## src/rtl/legv8_instr_encoder.sv

```systemverilog
// LEGv8 instruction encoder: turns op/register/immediate descriptors into 32-bit
// machine words queued in a small FIFO with sequential byte addresses.
// Optional macro ENC_RANGE_CHECK_EN rejects D-type descriptors whose immediate exceeds 9 bits.
module legv8_instr_encoder #(
   parameter int                DEPTH     = 4,
   parameter int                ADDR_W    = 8,
   parameter logic [ADDR_W-1:0] BASE_ADDR = '0
) (
   input  logic              clk,
   input  logic              reset,
   input  logic              clear,
   input  logic              in_valid,
   output logic              in_ready,
   input  logic [2:0]        in_op,
   input  logic [4:0]        in_rt,
   input  logic [4:0]        in_rn,
   input  logic [4:0]        in_rm,
   input  logic [18:0]       in_imm,
   output logic              out_valid,
   input  logic              out_ready,
   output logic [31:0]       out_instr,
   output logic [ADDR_W-1:0] out_addr,
   output logic              err
);

   localparam int PTR_W = $clog2(DEPTH);
   localparam int CNT_W = $clog2(DEPTH + 1);

   localparam logic [2:0] OP_LDUR = 3'd0;
   localparam logic [2:0] OP_STUR = 3'd1;
   localparam logic [2:0] OP_CBZ  = 3'd2;
   localparam logic [2:0] OP_ADD  = 3'd3;
   localparam logic [2:0] OP_SUB  = 3'd4;
   localparam logic [2:0] OP_AND  = 3'd5;
   localparam logic [2:0] OP_ORR  = 3'd6;

   function automatic logic [31:0] encode(input logic [2:0]  op,
                                          input logic [4:0]  rt,
                                          input logic [4:0]  rn,
                                          input logic [4:0]  rm,
                                          input logic [18:0] imm);
      logic [31:0] w;
      w = 32'd0;
      case (op)
         OP_LDUR: w = {11'b11111000010, imm[8:0], 2'b00, rn, rt};
         OP_STUR: w = {11'b11111000000, imm[8:0], 2'b00, rn, rt};
         OP_CBZ:  w = {8'b10110100, imm, rt};
         OP_ADD:  w = {11'b10001011000, rm, 6'd0, rn, rt};
         OP_SUB:  w = {11'b11001011000, rm, 6'd0, rn, rt};
         OP_AND:  w = {11'b10001010000, rm, 6'd0, rn, rt};
         OP_ORR:  w = {11'b10101010000, rm, 6'd0, rn, rt};
         default: w = 32'd0;
      endcase
      return w;
   endfunction

   logic [31:0]       mem_instr [DEPTH];
   logic [ADDR_W-1:0] mem_addr  [DEPTH];
   logic [PTR_W-1:0]  wr_ptr, rd_ptr, rd_nxt;
   logic [CNT_W-1:0]  count, remain, count_nxt;
   logic [ADDR_W-1:0] addr_cnt;
   logic              up;
   logic              full, accept, pop, push, illegal;
   logic [31:0]       enc_word_p0;
   logic [31:0]       head_instr_nxt;
   logic [ADDR_W-1:0] head_addr_nxt;

   assign full        = (count == CNT_W'(DEPTH));
   assign in_ready    = up && !full;
   assign out_valid   = (count != '0);
   assign accept      = in_valid && in_ready;
   assign pop         = out_valid && out_ready;
   assign enc_word_p0 = encode(in_op, in_rt, in_rn, in_rm, in_imm);

   always_comb begin
      illegal = (in_op == 3'd7);
`ifdef ENC_RANGE_CHECK_EN
      if ((in_op == OP_LDUR || in_op == OP_STUR) && (in_imm[18:9] != '0))
         illegal = 1'b1;
`endif
   end

   assign push = accept && !illegal && !clear;

   // Head of queue after this cycle's pop/push; a push into an empty
   // queue bypasses the storage array so the word is visible next cycle.
   always_comb begin
      rd_nxt         = pop ? rd_ptr + PTR_W'(1) : rd_ptr;
      remain         = count - CNT_W'(pop);
      count_nxt      = remain + CNT_W'(push);
      head_instr_nxt = mem_instr[rd_nxt];
      head_addr_nxt  = mem_addr[rd_nxt];
      if (remain == '0) begin
         head_instr_nxt = enc_word_p0;
         head_addr_nxt  = addr_cnt;
      end
   end

   always_ff @(posedge clk) begin
      if (push) begin
         mem_instr[wr_ptr] <= enc_word_p0;
         mem_addr[wr_ptr]  <= addr_cnt;
      end
   end

   always_ff @(posedge clk or negedge reset) begin
      if (!reset) begin
         up        <= 1'b0;
         wr_ptr    <= '0;
         rd_ptr    <= '0;
         count     <= '0;
         addr_cnt  <= BASE_ADDR;
         err       <= 1'b0;
         out_instr <= 32'd0;
         out_addr  <= '0;
      end else begin
         up <= 1'b1;
         if (clear) begin
            wr_ptr   <= '0;
            rd_ptr   <= '0;
            count    <= '0;
            addr_cnt <= BASE_ADDR;
            err      <= 1'b0;
         end else begin
            if (push) begin
               wr_ptr   <= wr_ptr + PTR_W'(1);
               addr_cnt <= addr_cnt + ADDR_W'(4);
            end
            if (pop)
               rd_ptr <= rd_nxt;
            count <= count_nxt;
            if (accept && illegal)
               err <= 1'b1;
            // Output registers hold their last word once the queue drains.
            if (count_nxt != '0) begin
               out_instr <= head_instr_nxt;
               out_addr  <= head_addr_nxt;
            end
         end
      end
   end

endmodule

```

## config.mk

```make
export PLATFORM = sky130hd
export DESIGN_NAME = legv8_instr_encoder
export DESIGN_NICKNAME = d
export VERILOG_FILES = /design/src/rtl/legv8_instr_encoder.sv
export SDC_FILE = /design/constraint.sdc
export NUM_CORES = 1
export LEC_CHECK = 0
export ABC_CLOCK_PERIOD_IN_PS = 6100
export BUFFER_PORTS_ARGS = -buffer_cell sky130_fd_sc_hd__buf_2
export CORE_ASPECT_RATIO = 2
export CORE_MARGIN = 2
export CORE_UTILIZATION = 44
export CTS_BUF_LIST = sky130_fd_sc_hd__clkbuf_16
export CTS_CLUSTER_DIAMETER = 120
export DETAILED_ROUTE_END_ITERATION = 10
export GPL_TIMING_DRIVEN = 0
export PLACE_DENSITY = 0.61
export SLEW_MARGIN = 10
export SYNTH_ARGS = -nofsm -noshare
export SYNTH_HDL_FRONTEND = slang
export SYNTH_SLANG_ARGS = --single-unit
export TNS_END_PERCENT = 30
```

## constraint.sdc

```tcl
create_clock -name clk -period 6.1 [get_ports clk]
set_input_delay 1.22 -clock clk [delete_from_list [all_inputs] [get_ports clk]]
set_output_delay 1.22 -clock clk [all_outputs]
set_load 0.03 [all_outputs]
```

# Word-level counts from Yosys, hierarchy flattened
# Memories as Yosys holds them, arrays and structs flattened.
# Index checks and enable logic that the tools add are counted.
dict set report word_totals {
  register_bits 57
  ram_bits 160
  n_memories 2
  output_inout_bits 43
}
# memory words width read_ports rd_clocked_by_memory_dff wr line_no
set memory_table {}
lappend memory_table {mem_instr 4 32 1 0 1 57} ;# logic [31:0] mem_instr [DEPTH];
lappend memory_table {mem_addr 4 8 1 0 1 58} ;# logic [ADDR_W-1:0] mem_addr [DEPTH];
dict set report op_classes {
  addsub 5
  reduce_logical 17
  eq_ne 8
  bitwise_logic 1
  muxes 15
}
# operator n
set ops {}
lappend ops {{$pmux 32 s7} 1}
lappend ops {{$mux 32} 1}
lappend ops {{$mux 8} 3}
lappend ops {{$eq 3x3->1 const B} 5}
lappend ops {{$mux 2} 5}
lappend ops {{$add 8x3->8 const B} 1}
lappend ops {{$eq 3x2->1 const B} 2}
lappend ops {{$logic_and 1x1->1} 6}
lappend ops {{$logic_not 3->1} 2}
lappend ops {{$reduce_bool 2->1} 3}
lappend ops {{$reduce_bool 3->1} 2}
lappend ops {{$add 2x1->2 const B} 2}
lappend ops {{$mux 1} 4}
lappend ops {{$add 3x1->3} 1}
lappend ops {{$eq 3x1->1 const B} 1}
lappend ops {{$logic_not 1->1} 3}
lappend ops {{$mux 3} 1}
lappend ops {{$sub 3x1->3} 1}
lappend ops {{$reduce_and 2->1} 1}
lappend ops {{$not 1->1} 1}

# Longest topological paths before layout
# Gate-level depths: netlist (run 1).
dict set report logic_depth {
  depth_word 9
  depth_mapped 15
}

# Worst setup path before layout (run 1)
# No wires, ideal clock.
dict set report synth_path {
  path_kind {input -> register}
  startpoint {input out_ready}
  endpoint {register out_instr[22]}
  n_path_buf 5
  path_stages 15
  path_slack_ns 2.508
  t_required_ns 6.023
  arrival_ns 3.514
  path_cell_list {o31ai_4 -> inv_2 -> buf_6 -> buf_6 -> buf_4 -> ha_1 -> ha_1 -> inv_1 -> ha_1 -> nor2_1 -> a21o_1 -> clkbuf_1 -> clkbuf_1 -> a21oi_1 -> a21oi_1}
}
dict set report synth_between {
  elab_chain_cells 5
}
# item line_no
set synth_lines {}
lappend synth_lines {{start: declaration} 20} ;# input logic out_ready,
lappend synth_lines {{$logic_and 1x1->1 (*)} 72} ;# assign pop = out_valid && out_ready;
lappend synth_lines {{$sub 3x1->3} 89} ;# remain = count - CNT_W'(pop);
lappend synth_lines {{$add 3x1->3} 90} ;# count_nxt = remain + CNT_W'(push);
lappend synth_lines {{$reduce_bool 3->1} 135} ;# if (count_nxt != '0) begin
lappend synth_lines {{$reduce_and 2->1 (no source line)} --}
lappend synth_lines {{end signal: assignment} 136} ;# out_instr <= head_instr_nxt;
lappend synth_lines {{end: declaration} 21} ;# output logic [31:0] out_instr,
# Mark *: on every way between the ends. The rest lies on a longest branch, timed or not.
# A chain may end at the register's enable or synchronous reset.

# Worst setup path in the final report (run 1)
dict set report layout_path {
  startpoint {input in_op[0]}
  endpoint {register out_instr[13]}
}
dict set report layout_between {
  elab_chain_cells 7
}
# item line_no
set layout_lines {}
lappend layout_lines {{start: declaration} 14} ;# input logic [2:0] in_op,
lappend layout_lines {{$eq 3x3->1} 76} ;# illegal = (in_op == 3'd7);
lappend layout_lines {{$logic_not 1->1} 83} ;# assign push = accept && !illegal && !clear;
lappend layout_lines {{$logic_and 1x1->1 (2 in a row)} 83}
lappend layout_lines {{$add 3x1->3} 90}
lappend layout_lines {{$reduce_bool 3->1} 135}
lappend layout_lines {{$reduce_and 2->1 (no source line)} --}
# Parallel ways exist; a longest one is shown, timed or not.

==> results of run 1 <==
final cells by class:
cell class,instances,area (um^2)
Fill cell,1895,10200
Sequential cell,205,5890
Multi-Input combinational cell,460,3150
Timing Repair Buffer,84,490
Clock buffer,19,475
Buffer,67,338
Tap cell,269,337
Clock inverter,13,110
Inverter,15,56.3
sequential cells by signal (all words and copies together) (netlist names):
signal     flops
out_instr     32
mem_instr    128
rd_ptr         2
err            1
wr_ptr         2
up             1
mem_addr      24
out_addr       6
addr_cnt       6
count          3
metal layers:
metal  track usage  vias to the layer above  wire, um
li1              -                     3103         -
met1         0.281                     3524      9810
met2         0.444                      308     14900
met3        0.0250                       56      1640
met4        0.0884                        0       904
met5             0                        -         0
cell usage in the layout (no fill, tap or decap), types with 4 or more instances in the layout:
| cell type | instances |
|---|---|
| edfxtp_1 | 152 |
| buf_2 | 88 |
| a21oi_1 | 69 |
| nor2_1 | 55 |
| dfrtp_1 | 53 |
| nor2b_1 | 43 |
| clkbuf_1 | 42 |
| mux2i_1 | 38 |
| o221ai_1 | 34 |
| a2111oi_0 | 33 |
| a311oi_1 | 33 |
| nand2_1 | 26 |
| clkbuf_16 | 19 |
| inv_1 | 18 |
| a31oi_1 | 16 |
| and2_1 | 11 |
| buf_4 | 11 |
| o22ai_1 | 10 |
| ha_1 | 9 |
| nand2b_1 | 8 |
| nand3_1 | 6 |
| a22oi_1 | 5 |
| a2bb2oi_1 | 5 |
| o21bai_1 | 5 |
| buf_6 | 5 |
| xor2_1 | 5 |
| a211oi_1 | 4 |
| and2_2 | 4 |
| nor3_1 | 4 |
| o21ai_0 | 4 |
kinds of logic after synthesis:
kind of cell | count (synthesis) | synth area share
buffers and inverters | 82 | 0.0418
adders and majority gates | 9 | 0.0120
and+or+nand+nor | 174 | 0.0944
DFF | 205 | 0.625
AOI/OAI and AO/OA | 226 | 0.172
other | 2 | 0.000797
muxes | 39 | 0.0428
xor gates and xnor gates | 9 | 0.0106
cells in the mapped netlist, types with 3 or more instances:
library cell	number	area (um^2)
clkbuf_1	42	158
a31oi_1	16	100
edfxtp_1	152	4560
a211oi_1	4	30.0
nand3_1	6	30.0
o221ai_1	34	298
o21a_1	3	22.5
buf_2	9	45.0
ha_1	9	113
inv_1	14	52.6
a22oi_1	5	37.5
buf_4	10	75.1
nor2_1	55	206
a21oi_1	69	345
dfrtp_1	53	1330
o21ai_0	4	20.0
a2bb2oi_1	5	43.8
nor3_1	4	20.0
nand2b_1	8	50.1
a2111oi_0	33	289
buf_6	5	56.3
and2_1	15	93.8
nor2b_1	43	269
o22ai_1	10	62.6
xor2_1	5	43.8
nand2_1	26	97.6
a311oi_1	33	289
o21bai_1	5	37.5
mux2i_1	38	380
per-stage QoR:
step           power (uW)  instance area (um^2)  cells  setup WS [ns]
5_1_grt              6090                 10800   1132           1.21
2_1_floorplan        3690                  9430    747           2.51
6_report             5750                 10800   1132           1.52
3_3_place_gp         4550                 10200   1096           1.10
4_1_cts              5770                 10800   1132           1.53
3_5_place_dp         4620                 10300   1100           1.04
power groups by stage:
stage	clock (uW)	combinational, uW	sequential (uW)
2_1_floorplan	0	1630	2060
3_3_place_gp	0	2740	1820
3_5_place_dp	0	2790	1820
4_1_cts	1170	2800	1800
5_1_grt	1220	3050	1820
6_report	1150	2800	1790
path summary, 6_finish.rpt:
kind | startpoint | endpoint
worst max-delay path | in_op[0] | out_instr[13]$_DFFE_PN0P_
worst max register to register | count[0]$_DFF_PN0_ | out_instr[13]$_DFFE_PN0P_
worst min-delay path | out_instr[25]$_DFFE_PN0P_ | out_instr[25]$_DFFE_PN0P_
min in group asynchronous | reset | out_instr[8]$_DFFE_PN0P_
worst min register to register | out_instr[25]$_DFFE_PN0P_ | out_instr[25]$_DFFE_PN0P_
max in group asynchronous | reset | out_addr[3]$_DFFE_PN0P_
critical path: stages:
cell	delay (ns)
buf_2	0.09
clkbuf_1	0.38
nand3_1	0.60
nand3_1	0.48
nor2_1	0.14
ha_1	0.23
ha_1	0.29
nor2_1	0.17
a21o_1	0.15
clkbuf_1	0.41
clkbuf_1	0.55
a21oi_1	0.09
a21oi_1	0.17
==> run metrics, run 1 <==
P_sw=2510 uW; Ys Warns=0; crit end category=flip-flop; Sw Ratio=0.436; Pre-Repair DR Iteration Count=8; I/O Buffers=80; worst path arrival time=4.99 ns; initial drt markers=595; Clock Power Share=0.201; CTS tree=built; Int Pwr=3240 uW; H-tree depth=1; R2R cell count=15; Slew Viols, Final=0; root buffer cell=clkbuf_16; Worst Max-Slew Pin Slew=0.929 ns; hold slack=0.497 ns; maximum buffer depth of the clock tree=3; CTS hold repair buffers=0; via count=6991; Post-CTS Setup Inserts=0; Reg2Reg Setup Slack=2.21 ns; setup_tns=0 ns; min Tclk post-route=4.58 ns; Skew-Pair Late Insertion Delay=0.49 ns; Reg clk slew, reported paths=0.06 ns; CTS sink cnt=205; row count=75; Critical Path Source Type=input port; # IOs=85; Die Ht=211 um; antenna cell count=0; post-synthesis cell type count=53; post-cts resize count=0; Crit path required time=6.51 ns; final setup fails=0; Power per Cell Area=530 nW/um^2; post-DP HPWL=18500 um; GRT Overall Usage=0.240; number of remaining DRC errors=0; status=finished clean; max cap viols=0; vias in the first global route=7094; hold depth=1; largest net degree at the start of global routing=54; period utilisation layout=0.751; Setup Skew=0.0102 ns; crit path max fanout=13; Die W=107 um; final WL=27200 um; Main synth FF type=edfxtp_1; Peak VDD IR=0.358 mV; CP Class=in2reg; grt ovf=0; post-synthesis cell area=9420 um^2; Final Hold Viols=0; Core Util, Final=0.516; core area=21000 um^2; Pleak=0.00382 uW; Final GP Congestion=0.869; global-route wire length before repair=41300 um; initial antenna violation count=0; TritonCTS buffer count=19; Slew Limit Headroom=0.377; fmax=218 MHz; die area=22700 um^2; DRT antenna net count=0; wire per inst=24.0 um; FF+latch count, synth=205; Comb pwr share=0.487; Min-Delay Path Class=reg2reg; share of power burned in registers=0.312; Synth async-reset ratio=0.259; Mean Syn Cell Area=12.6 um^2; Final nets=903; Layout area overhead=15.1%; Post-synth EDFFs=152; Initial Utilization=0.448; Syn Inst Count=746; RSZ-0062 raised after global routing=false; part of the Yosys area used for sequential elements=0.625; layout cells sized above 1=0.167; Via density=6.18
(Power assumes the default switching activity.)
==> inputs of run 2 (changes only) <==
ABC_AREA = 1   (was unset)
ABC_CLOCK_PERIOD_IN_PS = 4000   (was 6100)
PLACE_DENSITY = 0.63   (was 0.61)
clock period = 4 ns   (was 6.1 ns; I/O delays follow)
==> run metrics, run 2 <==
P_sw=4060 uW (was 2510 uW); max cap viols=0 (unchanged); Core Util, Final=0.515 (was 0.516); top flop regs=mem_instr (128), out_instr (32), mem_addr (24) (unchanged); final setup fails=0 (unchanged); CP Class=in2reg (unchanged); Critical Path Source Type=input port (unchanged); commonest non-fill, non-tap cells in the layout=nand2_1, edfxtp_1, nand3_1, buf_2, inv_1 (was edfxtp_1, buf_2, a21oi_1, nor2_1, dfrtp_1); crit end category=flip-flop (unchanged); layout cells sized above 1=0.143 (was 0.167); Reg2Reg Setup Slack=1.00 ns (was 2.21 ns); post-synth top area share=0.484 (about the same); CTS hold repair buffers=0 (unchanged); row count=75 (unchanged); Final Hold Viols=0 (unchanged); placed cell areas=10300 um^2 (about the same); wire per inst=18.6 um (was 24.0 um); Power per Cell Area=805 nW/um^2 (was 530 nW/um^2); min Tclk post-route=3.13 ns; grt ovf=0 (unchanged); part of the Yosys area used for sequential elements=0.625 (about the same); Skew-Pair Late Insertion Delay=0.49 ns (about the same); hold slack=0.394 ns (was 0.497 ns); via count=7300 (was 6991); global-route wire length before repair=39300 um (was 41300 um); TritonCTS buffer count=19 (unchanged); most common cell after layout, fill and taps aside=nand2_1 (was edfxtp_1); commonest cells in the netlist=nand2_1, edfxtp_1, nand3_1 (was edfxtp_1, a21oi_1, nor2_1); vias in the first global route=7112 (was 7094); Crit path required time=4.37 ns (was 6.51 ns); Biggest register=mem_instr (unchanged); Ys Warns=0 (unchanged); Syn Inst Count=1005 (was 746); r2r startpoint=count[2]$_DFF_PN0_ (was count[0]$_DFF_PN0_); Setup Skew=0.0143 ns (was 0.0102 ns); max reg flops=128 (unchanged); Worst Setup EP=out_instr[10]$_DFFE_PN0P_ (was out_instr[13]$_DFFE_PN0P_); die area=22700 um^2 (about the same); Int Pwr=4660 uW (was 3240 uW); fmax=319 MHz; period utilisation layout=0.783; Worst Max-Slew Pin Slew=0.778 ns (was 0.929 ns); number of remaining DRC errors=0 (unchanged); post-cts resize count=0 (unchanged); root buffer cell=clkbuf_16 (unchanged); RSZ-0062 raised after global routing=false (unchanged); antenna cell count=0 (unchanged); Total Power=8720 uW (was 5750 uW); H-tree depth=1 (unchanged); Worst Setup SP=in_op[2] (was in_op[0]); Final Cell Area=10800 um^2 (about the same); Comb pwr share=0.507 (was 0.487); # IOs=85 (unchanged); Slew Limit Headroom=0.481 (was 0.377); Main synth FF type=edfxtp_1 (unchanged); initial drt markers=591 (was 595); CTS sink cnt=205 (unchanged); Post-CTS Setup Inserts=0 (unchanged); worst path arrival time=3.50 ns (was 4.99 ns); maximum buffer depth of the clock tree=3 (unchanged); setup_tns=0 ns (unchanged); Initial Utilization=0.449 (was 0.448); Min-Delay Path Class=in2async (was reg2reg); initial antenna violation count=0 (unchanged); crit path max fanout=10 (was 13); R2R cell count=15 (unchanged); Peak VDD IR=0.662 mV (was 0.358 mV); Via density=5.24 (was 6.18); Pleak=0.00497 uW (was 0.00382 uW); Clock Power Share=0.186 (was 0.201); Slew Viols, Final=0 (unchanged); status=finished clean (unchanged); Die W=108 um (was 107 um); FF+latch count, synth=205 (unchanged); post-synthesis cell type count=29 (was 53); R2R Path End=out_instr[10]$_DFFE_PN0P_ (was out_instr[13]$_DFFE_PN0P_); Reg clk slew, reported paths=0.07 ns (was 0.06 ns); post-DP HPWL=17600 um (was 18500 um); Pre-Repair DR Iteration Count=5 (was 8); Sw Ratio=0.466 (was 0.436); I/O Buffers=81 (was 80); Final GP Congestion=0.841 (was 0.869); CTS tree=built (unchanged); post-synthesis cell area=9430 um^2 (was 9420 um^2); most instantiated library cell after synthesis=nand2_1 (was edfxtp_1); share of power burned in registers=0.307 (was 0.312); Synth async-reset ratio=0.259 (unchanged); core area=21000 um^2 (unchanged); Post-synth EDFFs=152 (unchanged); Final nets=1163 (was 903); final WL=26000 um (was 27200 um); Mean Syn Cell Area=9.38 um^2 (was 12.6 um^2); GRT Overall Usage=0.232 (was 0.240); post-synth top area cell=edfxtp_1 (unchanged); DRT antenna net count=0 (unchanged); Layout area overhead=14.9% (was 15.1%); Die Ht=211 um (about the same); most area-consuming cells after synthesis=edfxtp_1, dfrtp_1, nand2_1 (was edfxtp_1, dfrtp_1, mux2i_1); largest net degree at the start of global routing=54 (unchanged)
## run 2: logic make-up after synthesis
family / after synthesis / share of synthesized area
AOI/OAI and AO/OA: 59 / 0.0328
xor gates and xnor gates: 2 / 0.00186
adders and majority gates: 9 / 0.0119
buffers and inverters: 153 / 0.0681
DFF: 205 / 0.625
other: 2 / 0.000796
and+or+nand+nor: 575 / 0.260
## run 2: worst min-delay path by stage
stage,from,endpoint,slack (ns),cells after the start
global route,reset,out_instr[8]$_DFFE_PN0P_,0.44,1
detailed placement,out_instr[29]$_DFFE_PN0P_,out_instr[29]$_DFFE_PN0P_,0.46,2
finish,reset,out_instr[7]$_DFFE_PN0P_,0.39,1
global placement,out_instr[29]$_DFFE_PN0P_,out_instr[29]$_DFFE_PN0P_,0.46,2
floorplan,addr_cnt[7]$_DFFE_PN0N_,mem_addr[0][7]$_DFFE_PP_,0.48,0
CTS,reset,out_instr[7]$_DFFE_PN0P_,0.41,1
## run 2: routing by layer
metal  share of wire  global-route usage  up-vias
met2            0.51               0.402      301
met5               0                   0        -
met4           0.057               0.124        0
li1                -                   -     3491
met3           0.064              0.0238       89
met1            0.37               0.280     3419
## run 2: final cells by class
| type | count | area [um^2] |
|---|---|---|
| tap | 269 | 337 |
| sequential | 205 | 5890 |
| clock inverter | 13 | 62.6 |
| clock buffer | 19 | 475 |
| buffer | 51 | 259 |
| multi-input combinational | 648 | 2930 |
| timing repair buffer | 85 | 495 |
| fill | 1956 | 10200 |
| inverter | 102 | 383 |
## run 2: power by group through the flow
stage	clock network (uW)	logic, uW	registers (uW)
after CTS	1650	4420	2680
after floorplan	0	2550	3080
final	1630	4420	2680
after global placement	0	4340	2720
after detailed placement	0	4400	2720
after global routing	1720	4860	2700
## run 2: metrics by stage
| step | std cells | setup WS [ns] |
|---|---|---|
| floorplan | 1006 | 0.367 |
| global placement | 1356 | -1.57 |
| detailed placement | 1360 | 0.431 |
| CTS | 1392 | 0.926 |
| global route | 1392 | 0.714 |
| finish | 1392 | 0.869 |
## run 2: critical path, cell delays in order
cell     delay (ns)
buf_2          0.13
inv_1          0.13
nor2_1         0.40
nor2_1         0.12
inv_1          0.13
nor2_2         0.10
ha_1           0.21
ha_1           0.18
xnor2_1        0.20
nand2_1        0.08
nand2_1        0.10
buf_2          0.26
buf_2          0.37
nor2_1         0.08
nand2_1        0.14
nand2_1        0.06
